`config.mk`:
```
export PLATFORM = sky130hd
export DESIGN_NAME = mram_access_arbiter_flat
export DESIGN_NICKNAME = d
export VERILOG_FILES = /design/src/rtl/mram_arb_pkg.sv /design/src/rtl/mram_access_arbiter_if.sv /design/src/rtl/mram_phase_timer.sv /design/src/rtl/mram_access_arbiter.sv /design/src/flat_wrapper.sv
export SDC_FILE = /design/constraint.sdc
export NUM_CORES = 1
export LEC_CHECK = 0
export BUFFER_PORTS_ARGS = -buffer_cell sky130_fd_sc_hd__clkbuf_2
export CELL_PAD_IN_SITES_DETAIL_PLACEMENT = 1
export CELL_PAD_IN_SITES_GLOBAL_PLACEMENT = 1
export CORE_UTILIZATION = 32
export CTS_BUF_LIST = sky130_fd_sc_hd__clkbuf_8
export CTS_CLUSTER_DIAMETER = 60
export DETAILED_ROUTE_END_ITERATION = 7
export GPL_TIMING_DRIVEN = 0
export PLACE_DENSITY = 0.79
export SYNTH_ARGS = -nofsm -noshare
export SYNTH_HDL_FRONTEND = slang
export SYNTH_SLANG_ARGS = --single-unit
```
`constraint.sdc`:
```
create_clock -name clk -period 2.15 [get_ports clk]
set_clock_uncertainty 0.15 [all_clocks]
set_input_delay 0.43 -clock clk [delete_from_list [all_inputs] [get_ports clk]]
set_output_delay 0.43 -clock clk [all_outputs]
set_load 0.02 [all_outputs]
```
`src/rtl/mram_arb_pkg.sv`:
```
`default_nettype none
// ============================================================================
// Module      : mram_arb_pkg
// Description : Shared definitions for the MRAM access arbiter: FSM state
//               encoding, requester count and MRAM strobe active level.
// Revision    : 1.0 - initial release
// ============================================================================
package mram_arb_pkg;

    localparam int REQ_N = 2;

    // MRAM control strobes are active low.
    localparam logic c_strobe_act  = 1'b0;
    localparam logic c_strobe_idle = 1'b1;

    typedef enum logic [1:0] {
        ST_IDLE   = 2'd0,
        ST_SETUP  = 2'd1,
        ST_ACCESS = 2'd2,
        ST_HOLD   = 2'd3
    } state_t;

endpackage : mram_arb_pkg
`default_nettype wire

```
`src/rtl/mram_access_arbiter_if.sv`:
```
`default_nettype none
// ============================================================================
// Module      : mram_access_arbiter_if
// Description : Bundles the requester handshake (req/we/addr/wdata/be ->
//               gnt/done/rdata/busy) and the MRAM pin side (address, data,
//               DQ direction, DQ input, five active-low strobes).
//               slave  : arbiter view
//               master : requester / MRAM model view
// Revision    : 1.0 - initial release
// ============================================================================
interface mram_access_arbiter_if
    import mram_arb_pkg::*;
#(
    parameter int ADDR_W = 20,
    parameter int DATA_W = 16
);
    logic [REQ_N-1:0]        req;
    logic [REQ_N-1:0]        we;
    logic [REQ_N*ADDR_W-1:0] addr;
    logic [REQ_N*DATA_W-1:0] wdata;
    logic [2*REQ_N-1:0]      be;
    logic [REQ_N-1:0]        gnt;
    logic [REQ_N-1:0]        done;
    logic [DATA_W-1:0]       rdata;
    logic                    busy;
    logic [ADDR_W-1:0]       write_addr;
    logic [DATA_W-1:0]       write_data;
    logic                    dq_oe;
    logic [DATA_W-1:0]       dq_in;
    logic                    chip_en;
    logic                    read_en;
    logic                    write_en;
    logic                    lb_en;
    logic                    ub_en;

    modport slave (
        input  req, we, addr, wdata, be, dq_in,
        output gnt, done, rdata, busy, write_addr, write_data, dq_oe,
               chip_en, read_en, write_en, lb_en, ub_en
    );

    modport master (
        output req, we, addr, wdata, be, dq_in,
        input  gnt, done, rdata, busy, write_addr, write_data, dq_oe,
               chip_en, read_en, write_en, lb_en, ub_en
    );

endinterface : mram_access_arbiter_if
`default_nettype wire

```
`src/rtl/mram_phase_timer.sv`:
```
`default_nettype none
// ============================================================================
// Module      : mram_phase_timer
// Description : Loadable down-counter timing the ACCESS phase. load copies
//               load_val, dec counts down and stops at zero, tc is high
//               while the count is zero.
// Ports       : clk, rst, load, load_val[WIDTH], dec -> tc
// Revision    : 1.0 - initial release
// ============================================================================
module mram_phase_timer #(
    parameter int WIDTH = 1
) (
    input  logic             clk,
    input  logic             rst,
    input  logic             load,
    input  logic [WIDTH-1:0] load_val,
    input  logic             dec,
    output logic             tc
);

    logic [WIDTH-1:0] r_cnt;

    always_ff @(posedge clk) begin
        if (rst) begin
            r_cnt <= '0;
        end else if (load) begin
            r_cnt <= load_val;
        end else if (dec && (r_cnt != '0)) begin
            r_cnt <= r_cnt - 1'b1;
        end
    end

    assign tc = (r_cnt == '0);

endmodule : mram_phase_timer
`default_nettype wire

```
`src/rtl/mram_access_arbiter.sv`:
```
`default_nettype none
// ============================================================================
// Module      : mram_access_arbiter
// Description : Shares the MRAM async port between requester 0 (I2C slave)
//               and requester 1 (local/PTS). Arbitrates, latches the winning
//               request and sequences SETUP -> ACCESS (ACC_CYC) -> HOLD.
//               gnt pulses during SETUP, done during HOLD.
// Ports       : clk, rst (sync, active high), bus (mram_access_arbiter_if.slave)
// Config      : MRAM_RR_ARB_EN - round-robin arbitration when defined,
//               otherwise requester 0 has fixed priority.
// Revision    : 1.0 - initial release
// ============================================================================
module mram_access_arbiter
    import mram_arb_pkg::*;
#(
    parameter int ADDR_W  = 20,
    parameter int DATA_W  = 16,
    parameter int ACC_CYC = 2
) (
    input  logic                 clk,
    input  logic                 rst,
    mram_access_arbiter_if.slave bus
);

    localparam int ACC_EFF = (ACC_CYC < 1) ? 1 : ACC_CYC;
    localparam int CNT_W   = (ACC_EFF > 1) ? $clog2(ACC_EFF) : 1;
    localparam logic [CNT_W-1:0] c_acc_load = CNT_W'(ACC_EFF - 1);

    state_t              r_state;
    state_t              w_state_next;
    logic                r_win;
    logic                r_we;
    logic [ADDR_W-1:0]   r_addr;
    logic [DATA_W-1:0]   r_wdata;
    logic [1:0]          r_be;
    logic [DATA_W-1:0]   r_rdata;
    logic                w_win;
    logic                w_grant;
    logic                w_tc;
    logic                w_active;
    logic [REQ_N-1:0]    w_gnt;
    logic [REQ_N-1:0]    w_done;
    logic                w_dq_oe;
    logic                w_chip_en;
    logic                w_read_en;
    logic                w_write_en;
    logic                w_lb_en;
    logic                w_ub_en;

    assign w_grant = (r_state == ST_IDLE) && (bus.req != '0);

    // ------------------------------------------------------------------
    // Arbitration
    // ------------------------------------------------------------------
`ifdef MRAM_RR_ARB_EN
    // r_prio names the requester that wins a tie; it moves to the other
    // requester after every grant so the last winner yields next time.
    logic r_prio;

    assign w_win = (bus.req == 2'b11) ? r_prio : bus.req[1];

    always_ff @(posedge clk) begin
        if (rst) begin
            r_prio <= 1'b0;
        end else if (w_grant) begin
            r_prio <= ~w_win;
        end
    end
`else
    assign w_win = ~bus.req[0];
`endif

    // ------------------------------------------------------------------
    // Request latch and read data capture
    // ------------------------------------------------------------------
    always_ff @(posedge clk) begin
        if (rst) begin
            r_win   <= 1'b0;
            r_we    <= 1'b0;
            r_addr  <= '0;
            r_wdata <= '0;
            r_be    <= '0;
            r_rdata <= '0;
        end else begin
            if (w_grant) begin
                r_win   <= w_win;
                r_we    <= w_win ? bus.we[1] : bus.we[0];
                r_addr  <= w_win ? bus.addr[2*ADDR_W-1:ADDR_W] : bus.addr[ADDR_W-1:0];
                r_wdata <= w_win ? bus.wdata[2*DATA_W-1:DATA_W] : bus.wdata[DATA_W-1:0];
                r_be    <= w_win ? bus.be[3:2] : bus.be[1:0];
            end
            // Last ACCESS edge: strobe has been active for ACC_CYC cycles.
            if ((r_state == ST_ACCESS) && w_tc && !r_we) begin
                r_rdata <= bus.dq_in;
            end
        end
    end

    // ------------------------------------------------------------------
    // Phase timer and FSM
    // ------------------------------------------------------------------
    mram_phase_timer #(
        .WIDTH (CNT_W)
    ) u_phase_timer (
        .clk      (clk),
        .rst      (rst),
        .load     (r_state == ST_SETUP),
        .load_val (c_acc_load),
        .dec      (r_state == ST_ACCESS),
        .tc       (w_tc)
    );

    always_ff @(posedge clk) begin
        if (rst) begin
            r_state <= ST_IDLE;
        end else begin
            r_state <= w_state_next;
        end
    end

    always_comb begin
        w_state_next = r_state;
        unique case (r_state)
            ST_IDLE:   if (bus.req != '0) w_state_next = ST_SETUP;
            ST_SETUP:  w_state_next = ST_ACCESS;
            ST_ACCESS: if (w_tc) w_state_next = ST_HOLD;
            ST_HOLD:   w_state_next = ST_IDLE;
            default:   w_state_next = ST_IDLE;
        endcase
    end

    // ------------------------------------------------------------------
    // Strobe decode. A request with no byte enabled runs the full
    // sequence for timing but never selects the chip.
    // ------------------------------------------------------------------
    assign w_active = (r_be != 2'b00);

    always_comb begin
        w_gnt      = '0;
        w_done     = '0;
        w_dq_oe    = 1'b0;
        w_chip_en  = c_strobe_idle;
        w_read_en  = c_strobe_idle;
        w_write_en = c_strobe_idle;
        w_lb_en    = c_strobe_idle;
        w_ub_en    = c_strobe_idle;
        if (r_state != ST_IDLE) begin
            w_dq_oe = r_we;
            if (w_active) begin
                w_chip_en = c_strobe_act;
                w_lb_en   = r_be[0] ? c_strobe_act : c_strobe_idle;
                w_ub_en   = r_be[1] ? c_strobe_act : c_strobe_idle;
            end
        end
        unique case (r_state)
            ST_SETUP:  w_gnt[r_win] = 1'b1;
            ST_ACCESS: begin
                if (w_active) begin
                    if (r_we) w_write_en = c_strobe_act;
                    else      w_read_en  = c_strobe_act;
                end
            end
            ST_HOLD:   w_done[r_win] = 1'b1;
            default:   ;
        endcase
    end

    assign bus.gnt        = w_gnt;
    assign bus.done       = w_done;
    assign bus.rdata      = r_rdata;
    assign bus.busy       = (r_state != ST_IDLE);
    assign bus.write_addr = r_addr;
    assign bus.write_data = r_wdata;
    assign bus.dq_oe      = w_dq_oe;
    assign bus.chip_en    = w_chip_en;
    assign bus.read_en    = w_read_en;
    assign bus.write_en   = w_write_en;
    assign bus.lb_en      = w_lb_en;
    assign bus.ub_en      = w_ub_en;

endmodule : mram_access_arbiter
`default_nettype wire

```
`src/flat_wrapper.sv`:
```
// flat-port wrapper written by rule: the top's interface ports become plain ports
module mram_access_arbiter_flat import mram_arb_pkg::*;
#(
    parameter int ADDR_W  = 20,
    parameter int DATA_W  = 16,
    parameter int ACC_CYC = 2
)
  (clk, rst, bus_req, bus_we, bus_addr, bus_wdata, bus_be, bus_dq_in, bus_gnt, bus_done, bus_rdata, bus_busy, bus_write_addr, bus_write_data, bus_dq_oe, bus_chip_en, bus_read_en, bus_write_en, bus_lb_en, bus_ub_en);
  mram_access_arbiter_if #(.ADDR_W(ADDR_W), .DATA_W(DATA_W)) bus_i ();
  input  logic clk;
  input  logic rst;
  input wire logic [$bits(bus_i.req)-1:0] bus_req;
  input wire logic [$bits(bus_i.we)-1:0] bus_we;
  input wire logic [$bits(bus_i.addr)-1:0] bus_addr;
  input wire logic [$bits(bus_i.wdata)-1:0] bus_wdata;
  input wire logic [$bits(bus_i.be)-1:0] bus_be;
  input wire logic [$bits(bus_i.dq_in)-1:0] bus_dq_in;
  output wire logic [$bits(bus_i.gnt)-1:0] bus_gnt;
  output wire logic [$bits(bus_i.done)-1:0] bus_done;
  output wire logic [$bits(bus_i.rdata)-1:0] bus_rdata;
  output wire logic [$bits(bus_i.busy)-1:0] bus_busy;
  output wire logic [$bits(bus_i.write_addr)-1:0] bus_write_addr;
  output wire logic [$bits(bus_i.write_data)-1:0] bus_write_data;
  output wire logic [$bits(bus_i.dq_oe)-1:0] bus_dq_oe;
  output wire logic [$bits(bus_i.chip_en)-1:0] bus_chip_en;
  output wire logic [$bits(bus_i.read_en)-1:0] bus_read_en;
  output wire logic [$bits(bus_i.write_en)-1:0] bus_write_en;
  output wire logic [$bits(bus_i.lb_en)-1:0] bus_lb_en;
  output wire logic [$bits(bus_i.ub_en)-1:0] bus_ub_en;
  assign bus_i.req = bus_req;
  assign bus_i.we = bus_we;
  assign bus_i.addr = bus_addr;
  assign bus_i.wdata = bus_wdata;
  assign bus_i.be = bus_be;
  assign bus_i.dq_in = bus_dq_in;
  assign bus_gnt = bus_i.gnt;
  assign bus_done = bus_i.done;
  assign bus_rdata = bus_i.rdata;
  assign bus_busy = bus_i.busy;
  assign bus_write_addr = bus_i.write_addr;
  assign bus_write_data = bus_i.write_data;
  assign bus_dq_oe = bus_i.dq_oe;
  assign bus_chip_en = bus_i.chip_en;
  assign bus_read_en = bus_i.read_en;
  assign bus_write_en = bus_i.write_en;
  assign bus_lb_en = bus_i.lb_en;
  assign bus_ub_en = bus_i.ub_en;
  mram_access_arbiter #(.ADDR_W(ADDR_W), .DATA_W(DATA_W), .ACC_CYC(ACC_CYC)) u_core (.clk(clk), .rst(rst), .bus(bus_i));
endmodule
```
==> metrics.cfg <==
[outcome]
status=complete, no violations

[critical_path]
path_class=flop to output port
crit_path_end_kind=output port
start_kind=flop
crit_fanout=4
cp.required_ns=1.57
worstPathArrival_ns=1.49

[synth]
synth_area_leader_cell=dfxtp_1
synth_seq_cells=59
synth_common_cells=dfxtp_1 (59), nor2_1 (42), mux2i_1 (40)
synth-edff-count=0
syn_area_um2=2680
async_flop_share=0
synth_top_area_frac=0.440
yosysMostFrequentCell=dfxtp_1
synth_fa_ha_area_frac=0.0233
synth_xor_area_frac=0
seq_area_frac_synth=0.440
synth_cell_type_count=23
synth_top_family_by_area=compound AO/OA/AOI/OAI gates
synthCells=282
synth.area.top_cells=dfxtp_1 (44%), mux2i_1 (15%), a211oi_2 (9.3%), nor2_1 (5.9%), a211oi_1 (5.6%)
synth.net_count=385
avgSynthCellArea_um2=9.52
muxShareOfSynthArea=0.149
ys.warnings.count=0
yosys.area_share.simple=0.137
synth_ff_type=dfxtp_1
synth-compound-area-share=0.196

[finish]
nFillCells=1029
syn2layout_area_growth_pct=43.4
num_antenna_cells=0
final_cells=562
fin_nets=555
layout-drive-gt1-share=0.479
finish.utilization=0.471

[sta]
period_needed_ns=2.07
hold_ws_ns=0.166
tns_ns=0
post-route-period-util=0.964
rsz0062_at_grt=false
tightest_slew_ns=0.706
hold_violations=0
final_max_slew_viol_count=0
setup_viol=0
clock.fmax_ghz=0.482
max_slew_margin=0.529

[grt]
grt-ovfl-total=0
grt_pass1_wl_um=12800
grt_pass1_vias=2742
grt_max_degree=11
track_usage=0.191
antenna_found_initial=0

[drt]
drc=0
routed.top_layer=met4
vias_per_cell=4.68
drt-met1-wl_um=3360
wl_per_cell_um=14.4
wl_um=8090
drt_pass1_iterations=4
wl_met3_um=563
wl_met2_um=4050
first_iter_violations=18
ant_nets=0
vias=2628

[floorplan]
fp.dieH_um=93.6
initial_core_util=0.328
core_area_um2=8180
die-area_um2=8760
die_x_um=93.6
io_pins=161
rows=33

[cts]
h-tree-depth=3
clk_latency_ns=0.33
clock_sinks=59
clk_pin_slew_ns=0.07
clock_path_buffers=2
cts_buffers=9
cts_tree=built
root_buffer=clkbuf_8

[placed_design]
portBuffers=158
place_congestion=0.758
hpwl_um=6370
dp.cells=545

[job]
drv_cap=0

[worst_hold_path]
hold_path_class=input pin to flop

[power]
static-leakage-power_nw=1.88
power_density_nw_per_um2=1230
peakVddDrop_mv=0.444

-- layer usage --
metal,vias up,global-route usage
li1,1314,-
met4,0,0.0744
met1,1192,0.209
met2,113,0.348
met3,9,0.0520
met5,-,0
-- registers in the layout (all words and copies together), names as in the netlist --
name / cells
u_core.r_win: 1
u_core.r_be: 2
u_core.bus.write_data: 16
u_core.bus.write_addr: 20
u_core.bus.rdata: 16
u_core.r_state: 2
u_core.r_we: 1
u_core.u_phase_timer.r_cnt: 1
-- cell usage in the layout (no fill, tap or decap), drive strengths merged, types with 2 or more instances in the layout --
master and instances:
a21oi 19, inv 6, nand2b 4, clkbuf 175, ha 5, and2 3
dfxtp 59, nor2b 3, nor2 42, nand2 32, a211oi 40, o21a 2
buf 21, mux2i 40
-- cells by family after synthesis --
family,Yosys count
and+or+nand+nor,87
DFF,59
muxes,40
AOI/OAI and AO/OA,63
adders and majority gates,5
buffers and inverters,28
-- worst max-delay path, stage by stage (launching register included) --
cell	delay [ns]
dfxtp_4	0.36
inv_4	0.08
ha_4	0.13
inv_1	0.07
or3_4	0.37
buf_6	0.14
-- area by class of cell --
type,count,area [µm²],area share
buffer,24,131,0.0341
multi-input combinational,195,1390,0.360
clock inverter,3,12.5,0.00325
sequential,59,1190,0.308
timing repair buffer,159,805,0.209
tap,105,131,0.0341
inverter,4,17.5,0.00455
clock buffer,13,179,0.0465
-- power breakdown --
group / internal (mW) / switching (mW)
logic: 0.810 / 1.34
clock network: 0.535 / 0.426
registers: 1.43 / 0.210
total: 2.77 / 1.98
-- repair_timing --
item                       in CTS  in global routing
pin swaps                       0                  0
setup endpoints to repair       2                  2
buffers inserted                1                  0
resized for setup               4                 10
gates cloned                    0                  0
hold buffers                    0                  0
-- stage by stage --
stage | total power, mW | instance area, µm² | worst slack [ns]
after floorplan | 3.04 | 2680 | 0.381
after global routing | 5.07 | 3850 | 0.0108
after detailed placement | 3.76 | 3610 | 0.249
after CTS | 4.75 | 3810 | 0.00895
final | 4.75 | 3850 | 0.0773
after global placement | 3.68 | 3610 | 0.325
-- worst paths after layout --
check | start | end | slack [ns] | cells after the start
worst max register to register | u_core.r_state[0] | u_core.bus.rdata[14] | 0.30 | 7
worst max-delay path | u_core.r_state[0] | bus_read_en | 0.08 | 5
worst min register to register | u_core.bus.rdata[11] | u_core.bus.rdata[11] | 0.31 | 2
worst min-delay path | bus_dq_in[6] | u_core.bus.rdata[6] | 0.17 | 3
Note: power is estimated with default switching activity, not from simulation.
